[src/rtl/hex_key_entry_if.sv]
// Keypad entry bundle: keycode and qualifiers toward the entry block,
// live entry buffer plus one-cycle submit/reject pulses back to the quiz FSM.
interface hex_key_entry_if #(
  parameter int MAX_DIGITS = 2
);
  localparam int W  = 4 * MAX_DIGITS;
  localparam int CW = $clog2(MAX_DIGITS + 1);

  logic [7:0]    keycode;
  logic          enable;
  logic          clear;
  logic [W-1:0]  entry;
  logic [CW-1:0] digit_count;
  logic [W-1:0]  result;
  logic          submit;
  logic          reject;

  modport master (
    output keycode, enable, clear,
    input  entry, digit_count, result, submit, reject
  );

  modport slave (
    input  keycode, enable, clear,
    output entry, digit_count, result, submit, reject
  );
endinterface

[src/rtl/hex_key_entry.sv]
// Qualifies HID keycodes and edits a hex answer buffer; a key acts on its STABLE_CYCLES-th equal sample.
// Latency: all outputs registered; no backpressure, submit/reject are single-cycle pulses.
module hex_key_entry #(
  parameter int MAX_DIGITS    = 2,
  parameter int STABLE_CYCLES = 50000
) (
  input  logic           clk,
  input  logic           reset_n,
  hex_key_entry_if.slave kif
);
  localparam int W     = 4 * MAX_DIGITS;
  localparam int CW    = $clog2(MAX_DIGITS + 1);
  localparam int CNT_W = $clog2(STABLE_CYCLES + 1);
  localparam logic [CW-1:0]    MAX_CNT  = CW'(MAX_DIGITS);
  localparam logic [CNT_W-1:0] STABLE_N = CNT_W'(STABLE_CYCLES);

  localparam logic [7:0] KC_ENTER = 8'h28;
  localparam logic [7:0] KC_ESC   = 8'h29;
  localparam logic [7:0] KC_BS    = 8'h2A;

  typedef enum logic [1:0] {IDLE, QUAL, HELD} state_t;

  state_t           state;
  logic [7:0]       cand;
  logic [CNT_W-1:0] cnt;
  logic [W-1:0]     entry;
  logic [W-1:0]     result;
  logic [CW-1:0]    digit_count;
  logic             submit;
  logic             reject;

  logic       is_hex;
  logic [3:0] hex_val;
  logic       fire;

  always_comb begin
    is_hex  = 1'b0;
    hex_val = 4'h0;
    if (kif.keycode >= 8'h04 && kif.keycode <= 8'h09) begin
      is_hex  = 1'b1;
      hex_val = 4'(kif.keycode + 8'h06);
    end else if (kif.keycode >= 8'h1E && kif.keycode <= 8'h26) begin
      is_hex  = 1'b1;
      hex_val = 4'(kif.keycode - 8'h1D);
    end else if (kif.keycode == 8'h27) begin
      is_hex  = 1'b1;
      hex_val = 4'h0;
    end
  end

  // cand is always nonzero in QUAL, so a match also implies a key is down.
  assign fire = (state == QUAL) && (kif.keycode == cand) && ((cnt + CNT_W'(1)) == STABLE_N);

  always_ff @(posedge clk) begin
    if (!reset_n) begin
      state       <= IDLE;
      cand        <= 8'h00;
      cnt         <= '0;
      entry       <= '0;
      result      <= '0;
      digit_count <= '0;
      submit      <= 1'b0;
      reject      <= 1'b0;
    end else begin
      submit <= 1'b0;
      reject <= 1'b0;

      case (state)
        IDLE: begin
          if (kif.keycode != 8'h00) begin
            state <= QUAL;
            cand  <= kif.keycode;
            cnt   <= CNT_W'(1);
          end
        end
        QUAL: begin
          if (kif.keycode == 8'h00) begin
            state <= IDLE;
          end else if (kif.keycode != cand) begin
            cand <= kif.keycode;
            cnt  <= CNT_W'(1);
          end else begin
            cnt <= cnt + CNT_W'(1);
            if (fire) state <= HELD;
          end
        end
        HELD: begin
          if (kif.keycode == 8'h00) state <= IDLE;
        end
        default: state <= IDLE;
      endcase

      // clear wins over a coinciding action; the key is still consumed above.
      if (kif.clear) begin
        entry       <= '0;
        digit_count <= '0;
      end else if (fire && kif.enable) begin
        if (is_hex) begin
          if (digit_count < MAX_CNT) begin
            entry       <= (entry << 4) | W'(hex_val);
            digit_count <= digit_count + CW'(1);
          end else begin
            reject <= 1'b1;
          end
        end else if (kif.keycode == KC_BS) begin
          if (digit_count != '0) begin
            entry       <= entry >> 4;
            digit_count <= digit_count - CW'(1);
          end else begin
            reject <= 1'b1;
          end
        end else if (kif.keycode == KC_ESC) begin
          entry       <= '0;
          digit_count <= '0;
        end else if (kif.keycode == KC_ENTER) begin
          if (digit_count != '0) begin
            result      <= entry;
            submit      <= 1'b1;
            entry       <= '0;
            digit_count <= '0;
          end else begin
            reject <= 1'b1;
          end
        end
      end
    end
  end

  assign kif.entry       = entry;
  assign kif.digit_count = digit_count;
  assign kif.result      = result;
  assign kif.submit      = submit;
  assign kif.reject      = reject;

endmodule

[src/flat_wrapper.sv]
// flat-port wrapper written by rule: the top's interface ports become plain ports
module hex_key_entry_flat 
#(
  parameter int MAX_DIGITS    = 2,
  parameter int STABLE_CYCLES = 50000
)
  (clk, reset_n, kif_keycode, kif_enable, kif_clear, kif_entry, kif_digit_count, kif_result, kif_submit, kif_reject);
  hex_key_entry_if #(.MAX_DIGITS(MAX_DIGITS)) kif_i ();
  input  logic clk;
  input  logic reset_n;
  input wire logic [$bits(kif_i.keycode)-1:0] kif_keycode;
  input wire logic [$bits(kif_i.enable)-1:0] kif_enable;
  input wire logic [$bits(kif_i.clear)-1:0] kif_clear;
  output wire logic [$bits(kif_i.entry)-1:0] kif_entry;
  output wire logic [$bits(kif_i.digit_count)-1:0] kif_digit_count;
  output wire logic [$bits(kif_i.result)-1:0] kif_result;
  output wire logic [$bits(kif_i.submit)-1:0] kif_submit;
  output wire logic [$bits(kif_i.reject)-1:0] kif_reject;
  assign kif_i.keycode = kif_keycode;
  assign kif_i.enable = kif_enable;
  assign kif_i.clear = kif_clear;
  assign kif_entry = kif_i.entry;
  assign kif_digit_count = kif_i.digit_count;
  assign kif_result = kif_i.result;
  assign kif_submit = kif_i.submit;
  assign kif_reject = kif_i.reject;
  hex_key_entry #(.MAX_DIGITS(MAX_DIGITS), .STABLE_CYCLES(STABLE_CYCLES)) u_core (.clk(clk), .reset_n(reset_n), .kif(kif_i));
endmodule
[config.mk]
export PLATFORM = sky130hd
export DESIGN_NAME = hex_key_entry_flat
export DESIGN_NICKNAME = d
export VERILOG_FILES = /design/src/rtl/hex_key_entry_if.sv /design/src/rtl/hex_key_entry.sv /design/src/flat_wrapper.sv
export SDC_FILE = /design/constraint.sdc
export NUM_CORES = 1
export LEC_CHECK = 0
export BUFFER_PORTS_ARGS = -buffer_cell sky130_fd_sc_hd__clkbuf_2
export CAP_MARGIN = 40
export CELL_PAD_IN_SITES_DETAIL_PLACEMENT = 0
export CELL_PAD_IN_SITES_GLOBAL_PLACEMENT = 1
export CORE_MARGIN = 1
export CORE_UTILIZATION = 43
export CTS_CLUSTER_SIZE = 20
export DETAILED_ROUTE_END_ITERATION = 12
export GPL_TIMING_DRIVEN = 0
export PLACE_DENSITY_LB_ADDON = 0.2
export SLEW_MARGIN = 20
export SYNTH_ARGS = -nofsm -noshare
export SYNTH_HDL_FRONTEND = slang
export SYNTH_SLANG_ARGS = --single-unit
export TNS_END_PERCENT = 100
[constraint.sdc]
create_clock -name clk -period 3 [get_ports clk]
set_input_delay 0.45 -clock clk [delete_from_list [all_inputs] [get_ports clk]]
set_output_delay 0.45 -clock clk [all_outputs]
set_load 0.1 [all_outputs]
# Word-level counts from Yosys, hierarchy flattened
# Cells that the tools add are included.
[word_totals]
out_inout_bits = 20
regBits = 46
in_bits = 12
elab_cells = 103
[op_classes]
magnitude_cmp = 5
eq_ne = 17
bitwise = 8
n_reduce_logical = 20
muxes = 40
addsub = 5
[op_table]
columns = ["cell", "count"]
rows = [
  ["8-bit 2-to-1 mux", 10],
  ["16-bit 2-to-1 mux", 3],
  ["8-bit by 6-bit == test with 1-bit output, second input constant", 4],
  ["16-bit one-hot mux with 2 select lines", 1],
  ["2-bit 2-to-1 mux", 12],
  ["16-bit by 1-bit adder with 16-bit output, second input constant", 1],
  ["16-bit == test, second input constant", 1],
  ["8-bit one-hot mux with 2 select lines", 1],
  ["1-bit 2-to-1 mux", 10],
  ["8-bit == test", 1],
  ["8-bit by 3-bit greater-or-equal comparator with 1-bit output, second input constant", 1],
  ["8-bit by 5-bit greater-or-equal comparator with 1-bit output, second input constant", 1],
  ["8-bit by 4-bit less-or-equal comparator with 1-bit output, second input constant", 1],
  ["8-bit by 6-bit less-or-equal comparator with 1-bit output, second input constant", 1],
  ["8-bit zero test", 1],
  ["4-bit 2-to-1 mux", 2],
  ["8-bit inequality test", 1],
  ["8-bit by 4-bit OR with 8-bit output", 1],
  ["4-bit AND reduction", 2],
  ["8-bit nonzero test", 1],
  ["1-bit inverter", 7],
  ["7-bit AND reduction", 1],
  ["7-bit OR reduction", 1],
  ["2-bit inequality test, second input constant", 3],
  ["20 further kinds", 27],
]

# Logic depth before layout (Yosys ltp)
# Gate-level depths: netlist of run 1.
[logic_depth]
word_depth = 7
ltp_mapped = 10
depth_no_buf = 8

# Least setup slack after synthesis of run 1
# OpenSTA, ideal clock, no wires.
[synth_timing]
kind = "register to register"
startpoint = "register u_core.digit_count[1] (netlist: u_core.kif.digit_count[1])"
endpoint = "register u_core.digit_count[0] (netlist: u_core.kif.digit_count[0])"
period_less_slack_ns = 2.436
setup_time_ns = 0.123
t_arrival_ns = 2.313
required_ns = 2.877
setup_slack_ns = 0.564
n_path_buf = 0
path_stages_with_launch = 8
cell_sequence = "dfxtp_1 inv_1 ha_1 o22ai_1 a22oi_1 o21a_1 or4_4 mux2i_1"
[synth_between]
elab_chain_cells = 3
word_cells_on_any_way = 6
classes_between = "order compare (1); eq/ne (2); reduce/logical (3)"
[synth_lines]
columns = ["item", "line_no", "source"]
rows = [
  ["start: declaration", "hex_key_entry.sv:28", "logic [CW-1:0] digit_count;"],
  ["start signal: assignment", "hex_key_entry.sv:101", "digit_count <= digit_count + CW'(1);"],
  ["start signal: assignment", "hex_key_entry.sv:108", "digit_count <= digit_count - CW'(1);"],
  ["2-bit less-than comparator or 2-bit nonzero test (tied branches)", "hex_key_entry.sv:99, hex_key_entry.sv:106, hex_key_entry.sv:116", ""],
  ["2-bit inequality test (no source line) (tied with other cells)", "-", ""],
  ["5-bit AND reduction (no source line) (*)", "-", ""],
]
# Mark *: on every way between the ends. The rest lies on a longest branch, timed or not.
# A chain may end at the register's enable or synchronous reset.

# Worst setup path in the final report of run 1
[layout_timing]
startpoint = "register u_core.cnt[0]"
endpoint = "register u_core.entry[4] (netlist: u_core.kif.entry[4])"
[layout_between]
elab_chain_cells = 5
[layout_lines]
columns = ["item", "line_no", "source"]
rows = [
  ["start: declaration", "hex_key_entry.sv:25", "logic [CNT_W-1:0] cnt;"],
  ["start signal: assignment", "hex_key_entry.sv:83", "cnt <= cnt + CNT_W'(1);"],
  ["16-bit by 1-bit adder with 16-bit output", "hex_key_entry.sv:52", "assign fire = (state == QUAL) && (kif.keycode == cand) && ((cnt + CNT_W'(1)) == STABLE_N);"],
  ["16-bit == test", "hex_key_entry.sv:52", ""],
  ["1-bit logical AND", "hex_key_entry.sv:52", ""],
  ["1-bit logical AND", "hex_key_entry.sv:97", "end else if (fire && kif.enable) begin"],
  ["5-bit AND reduction (no source line)", "-", ""],
  ["end signal: assignment", "hex_key_entry.sv:100", "entry <= (entry << 4) | W'(hex_val);"],
  ["end signal: assignment", "hex_key_entry.sv:107", "entry <= entry >> 4;"],
  ["end: declaration", "hex_key_entry.sv:26", "logic [W-1:0] entry;"],
]
# No other way between the ends.

==> results of run 1 <==
synthesized netlist by cell type (2+ instances only):
master / count
nand2_1: 49
dfxtp_1: 46
a21oi_1: 35
nand3_1: 21
nor3_1: 14
clkbuf_1: 13
nor2_1: 13
inv_1: 12
mux2i_1: 12
o21ai_0: 12
nor2b_1: 11
ha_1: 10
o21a_1: 10
o21ai_1: 10
xnor2_1: 10
nand4_1: 8
buf_2: 6
and3_1: 5
o211ai_1: 5
nand4b_1: 4
nor4_1: 4
a21boi_0: 3
and4_1: 3
o31ai_1: 3
or3_1: 3
nor3b_1: 2
nor4_4: 2
o211a_1: 2
o221ai_1: 2
registers in the layout, summed over array words and instances, names as in the netlist:
signal / flops
u_core.kif.entry: 8
u_core.cnt: 16
u_core.kif.reject: 1
u_core.state: 2
u_core.kif.digit_count: 2
u_core.kif.submit: 1
u_core.cand: 8
u_core.kif.result: 8
worst reg2reg max path: stages, from the launching register on:
cell,delay (ns)
dfxtp_1,0.39
ha_1,0.28
nand3_1,0.21
nand2_1,0.12
a311oi_1,0.49
o2111ai_2,0.25
nor4_4,0.55
mux2i_1,0.25
how the worst min path moves through the flow:
stage,endpoint,cells after the start,slack (ns),startpoint
finish,u_core.state[1],3,0.44,reset_n
global route,u_core.kif.reject,3,0.43,kif_enable
CTS,u_core.kif.reject,3,0.43,kif_enable
detailed placement,u_core.cand[1],2,0.46,u_core.cand[1]
global placement,u_core.cand[0],2,0.46,u_core.cand[0]
floorplan,u_core.cand[0],2,0.45,u_core.cand[0]
through the flow:
stage / hold slack, ns / power, mW / instance area [um^2] / utilization / setup WS, ns
final: 0.4382 / 1.193 / 3163 / 0.5010 / 0.3704
after global routing: 0.4340 / 1.241 / 3163 / 0.5010 / 0.1588
after CTS: 0.4267 / 1.204 / 3163 / 0.5010 / 0.3299
after detailed placement: 0.4593 / 0.7327 / 3049 / 0.4830 / 0.1095
after global placement: 0.4579 / 0.7319 / 3049 / 0.4830 / 0.1459
after floorplan: 0.4488 / 0.6991 / 2803 / - / 0.5642
routing by layer:
metal / wire length (um) / part of all wire / vias to the layer above / track usage
li1: - / - / 1355 / -
met2: 3370 / 0.46 / 62 / 0.3525
met5: 0 / 0 / - / 0
met4: 36 / 0.0049 / 0 / 0.05172
met1: 3633 / 0.49 / 1254 / 0.3272
met3: 364 / 0.049 / 2 / 0.04176
power groups by stage:
stage | sequential, mW | clock (mW) | combinational [mW]
2_1_floorplan | 0.637 | 0 | 0.0618
3_3_place_gp | 0.638 | 0 | 0.0934
3_5_place_dp | 0.639 | 0 | 0.0940
4_1_cts | 0.624 | 0.485 | 0.0946
5_1_grt | 0.626 | 0.509 | 0.106
6_report | 0.624 | 0.474 | 0.0948
logic make-up after synthesis:
logic type      count (synthesis)  share of synthesized area
xor+xnor                       11                    0.03437
fa+ha+maj                      10                    0.04464
simple gates                  148                     0.2880
compound gates                 93                     0.2147
mux                            12                    0.04286
flops                          46                     0.3286
buf+inv                        32                    0.04688
cell type report:
type / count / area share
multi-input cells: 274 / 0.5534
flip-flops and latches: 46 / 0.2911
repair buffers: 30 / 0.04747
well taps: 77 / 0.03046
plain buffers: 20 / 0.02729
clock buffers: 5 / 0.02176
clock inverters: 3 / 0.01424
inverters: 12 / 0.01424
==> flow_metrics.py, run 1 <==
metrics = {
    "synth": {
        "yosysUniqueCellTypes": 51,
        "ys_ff_latch": 46,
        "synth_top_area_frac": 0.3286,
        "syn_nets": 374,
        "synthTopCellsByArea": "dfxtp_1 33%, nand2_1 6.6%, a21oi_1 6.3%",
        "yosysWarnings": 0,
        "async_flop_share": 0,
        "synth_top_flop_cell": "dfxtp_1",
        "avgSynthCellArea_um2": 7.962,
        "syn_area_mm2": 0.002803,
        "synth_top_area_cell": "dfxtp_1",
        "synth-edff-count": 0,
        "syn_inst": 352,
        "seq_area_frac_synth": 0.3286,
    },
    "clock_network": {
        "cts_sinks": 46,
        "cts_buffers": 5,
        "clockBufferDepth": 2,
        "postCtsResizedCells": 0,
        "clk-insertion-delay-late_ns": 0.30,
        "path_clk_slew_ns": 0.09,
        "cts_root_buf": "clkbuf_8",
        "cts_tree": "built",
        "postCtsHoldBufs": 0,
        "htreeDepth": 2,
        "post_cts_buffers": 0,
    },
    "placed_design": {
        "gp_congestion": 0.8610,
        "placed_cells": 459,
        "port_buffers": 30,
        "dpl.hpwl_um": 5533,
    },
    "sta": {
        "fin_crit_sh": 0.8765,
        "tns_ns": 0,
        "finalHoldViolCount": 0,
        "finalSetupViolCount": 0,
        "worst_pin_slew_ns": 0.6921,
        "period_minus_slack_ns": 2.630,
        "rsz0062_at_grt": "no",
        "fmax_mhz": 380.3,
        "max_slew_margin": 0.5366,
        "finalClockSkew_ns": 0.01389,
        "maxSlewViolCount": 0,
    },
    "worst_setup_path": {
        "path_class": "flop to flop",
        "r2r-end": "u_core.kif.entry[4]",
        "slowest_stage": "nor4_4",
        "cp_top_family": "simple AND/OR/NAND/NOR gates",
        "crit_cells": 7,
        "path_buf_inv": 0,
        "setup.worst_path.start": "u_core.cnt[0]",
        "critPathCaptureType": "flop",
        "critPathLaunchType": "flop",
        "rrSetupSlack_ns": 0.37,
        "r2r-start": "u_core.cnt[0]",
        "endpoint": "u_core.kif.entry[4]",
        "crit_arrival_ns": 2.86,
        "cp_max_fo": 8,
        "r2r_cells": 7,
        "crit_chain": "ha_1, nand3_1, nand2_1, a311oi_1, o2111ai_2, nor4_4, mux2i_1",
        "max_stage_delay_ns": 0.55,
        "required_ns": 3.23,
    },
    "global_route": {
        "overflow": 0,
        "grt_use_total": 0.2286,
        "antenna_found_initial": 0,
        "grt_pass1_vias": 2247,
        "grt_pass1_wl_um": 11600,
        "grt_max_degree": 16,
    },
    "route": {
        "antenna_left": 0,
        "vias_per_cell": 5.724,
        "drt_iter0_drc": 183,
        "routed_wl_um": 7405,
        "first_pass_iters": 4,
        "wire_per_inst_um": 15.86,
        "vias": 2673,
        "drc": 0,
    },
    "cells_and_area": {
        "seq_area_um2": 920.9,
        "final_common_cell": "nand2_1",
        "n_antenna_cell": 0,
        "drive_gt1_frac": 0.1385,
        "syn2layout_area_growth_pct": 12.86,
        "final_cells": 467,
        "num-fill-cells": 654,
        "finalNetCount": 411,
        "multiInputGateArea_mm2": 0.001750,
        "layout_common_cells": "49 x nand2_1, 46 x dfxtp_1, 35 x a21oi_1",
    },
    "power_and_ir_drop": {
        "internal_power_uw": 899.8,
        "vdd_ir_drop_max_uv": 213.9,
        "p_seq_frac": 0.523,
        "leakage_nw": 1.130,
        "p_switching_uw": 293.3,
        "clkPwrFrac": 0.397,
        "p_sw_frac": 0.2458,
        "comb_power_share": 0.079,
        "power_density_mw_per_mm2": 377.2,
    },
    "floorplanning": {
        "die-area_mm2": 0.006845,
        "ios": 32,
        "start_util": 0.4439,
        "coreArea_mm2": 0.006314,
        "die_h_um": 82.74,
        "num_rows": 29,
        "die_w_um": 82.74,
    },
    "min_path": {
        "hold_class": "input port to flop",
    },
    "run_status": {
        "status": "finished clean",
    },
    "job": {
        "maxCapViolations": 0,
    },
}
No activity file was read; power rests on OpenSTA's default activity.
==> inputs of run 2 (changes only) <==
BUFFER_PORTS_ARGS = -buffer_cell sky130_fd_sc_hd__buf_2   (was -buffer_cell sky130_fd_sc_hd__clkbuf_2)
SKIP_LAST_GASP = 1   (was not set)
==> flow_metrics.py, run 2 (same netlist as run 1, synthesis figures left out) <==
metrics = {
    "global_route": {
        "grt_use_total": 0.2396,
        "overflow": 0,
        "antenna_found_initial": 0,
        "grt_pass1_wl_um": 12140,
        "grt_max_degree": 16,
        "grt_pass1_vias": 2316,
    },
    "clock_network": {
        "cts_root_buf": "clkbuf_8",
        "postCtsHoldBufs": 0,
        "cts_buffers": 5,
        "cts_tree": "built",
        "clk-insertion-delay-late_ns": 0.31,
        "post_cts_buffers": 0,
        "postCtsResizedCells": 0,
        "clockBufferDepth": 2,
        "path_clk_slew_ns": 0.09,
        "cts_sinks": 46,
        "htreeDepth": 2,
    },
    "worst_setup_path": {
        "crit_chain": "ha_1, nand3_1, nand2_1, a311oi_1, o21ai_1, nor4_2, mux2i_1",
        "slowest_stage": "nor4_2",
        "path_buf_inv": 0,
        "r2r_cells": 7,
        "max_stage_delay_ns": 0.61,
        "crit_cells": 7,
        "required_ns": 3.24,
        "critPathLaunchType": "flop",
        "path_class": "flop to flop",
        "cp_top_family": "simple AND/OR/NAND/NOR gates",
        "crit_arrival_ns": 2.87,
        "critPathCaptureType": "flop",
        "cp_max_fo": 8,
    },
    "floorplanning": {
        "num_rows": 29,
        "coreArea_mm2": 0.006314,
        "ios": 32,
        "die-area_mm2": 0.006845,
        "die_w_um": 82.74,
        "die_h_um": 82.74,
        "start_util": 0.4439,
    },
    "route": {
        "antenna_left": 0,
        "drt_iter0_drc": 165,
        "routed-wl-met2_um": 3288,
        "vias": 2715,
        "drc": 0,
        "wire_per_inst_um": 16.12,
        "wl_met3_um": 384,
        "first_pass_iters": 5,
        "routed_wl_um": 7527,
        "vias_per_cell": 5.814,
        "routed.top_layer": "met4",
        "wl_met1_um": 3733,
    },
    "sta": {
        "max_slew_margin": 0.5395,
        "rsz0062_at_grt": "no",
        "fmax_mhz": 379.3,
        "tns_ns": 0,
        "maxSlewViolCount": 0,
        "fin_crit_sh": 0.8787,
        "finalClockSkew_ns": 0.005104,
        "finalSetupViolCount": 0,
        "worst_pin_slew_ns": 0.6877,
        "finalHoldViolCount": 0,
        "hold_ws_ns": 0.4273,
        "period_minus_slack_ns": 2.636,
    },
    "power_and_ir_drop": {
        "power_density_mw_per_mm2": 377.7,
        "vdd_ir_drop_max_uv": 277.6,
        "leakage_nw": 1.147,
    },
    "cells_and_area": {
        "n_antenna_cell": 0,
        "final_area_mm2": 0.003163,
        "regMostFlops": "u_core.cnt",
        "seq_area_um2": 920.9,
        "num-fill-cells": 654,
        "finalNetCount": 411,
        "multiInputGateArea_mm2": 0.001750,
        "final_common_cell": "nand2_1",
        "drive_gt1_frac": 0.1385,
        "layout_common_cells": "49 x nand2_1, 46 x dfxtp_1, 36 x buf_2",
        "final_cells": 467,
        "syn2layout_area_growth_pct": 12.86,
        "largest_register_ffs": 16,
    },
    "placed_design": {
        "gp_congestion": 0.8619,
        "placed_cells": 459,
        "placed_area_mm2": 0.003049,
        "dpl.hpwl_um": 5591,
        "port_buffers": 30,
    },
    "min_path": {
        "hold_class": "input port to flop",
        "hold_depth": 3,
    },
    "job": {
        "maxCapViolations": 0,
    },
    "run_status": {
        "status": "finished clean",
    },
}
run 2: worst paths after layout:
| kind | slack [ns] | to | startpoint |
|---|---|---|---|
| max | 0.36 | u_core.kif.entry[0] | u_core.cnt[0] |
| max reg2reg | 0.36 | u_core.kif.entry[0] | u_core.cnt[0] |
| min reg2reg | 0.47 | u_core.cand[0] | u_core.cand[0] |
| min | 0.43 | u_core.state[1] | reset_n |
run 2: through the flow:
stage | power (mW) | utilization | worst slack [ns]
6_report | 1.195 | 0.5010 | 0.3638
5_1_grt | 1.256 | 0.5010 | 0.1648
4_1_cts | 1.207 | 0.5010 | 0.3635
3_5_place_dp | 0.7330 | 0.4830 | 0.1716
3_3_place_gp | 0.7319 | 0.4830 | 0.1294
2_1_floorplan | 0.6991 | - | 0.5642
run 2: per-layer routing:
layer,global-route usage,vias up
met1,0.3461,1290
met5,0,-
li1,-,1345
met2,0.3582,69
met3,0.04286,11
met4,0.07069,0
run 2: final cells by class:
| cell class | count | share of cell area |
|---|---|---|
| multi-input cells | 274 | 0.5534 |
| flip-flops and latches | 46 | 0.2911 |
| repair buffers | 30 | 0.04747 |
| well taps | 77 | 0.03046 |
| plain buffers | 20 | 0.02729 |
| clock buffers | 5 | 0.02176 |
| clock inverters | 3 | 0.01424 |
| inverters | 12 | 0.01424 |
run 2: worst reg2reg max path, stage by stage (launching register included):
cell	delay (ns)
dfxtp_1	0.39
ha_1	0.29
nand3_1	0.23
nand2_1	0.13
a311oi_1	0.48
o21ai_1	0.19
nor4_2	0.61
mux2i_1	0.25
run 2: where the power goes:
group          internal, mW  total [mW]  switching [mW]
Sequential            0.618       0.624         0.00643
Combinational        0.0336      0.0951          0.0615
Clock                 0.248       0.475           0.227
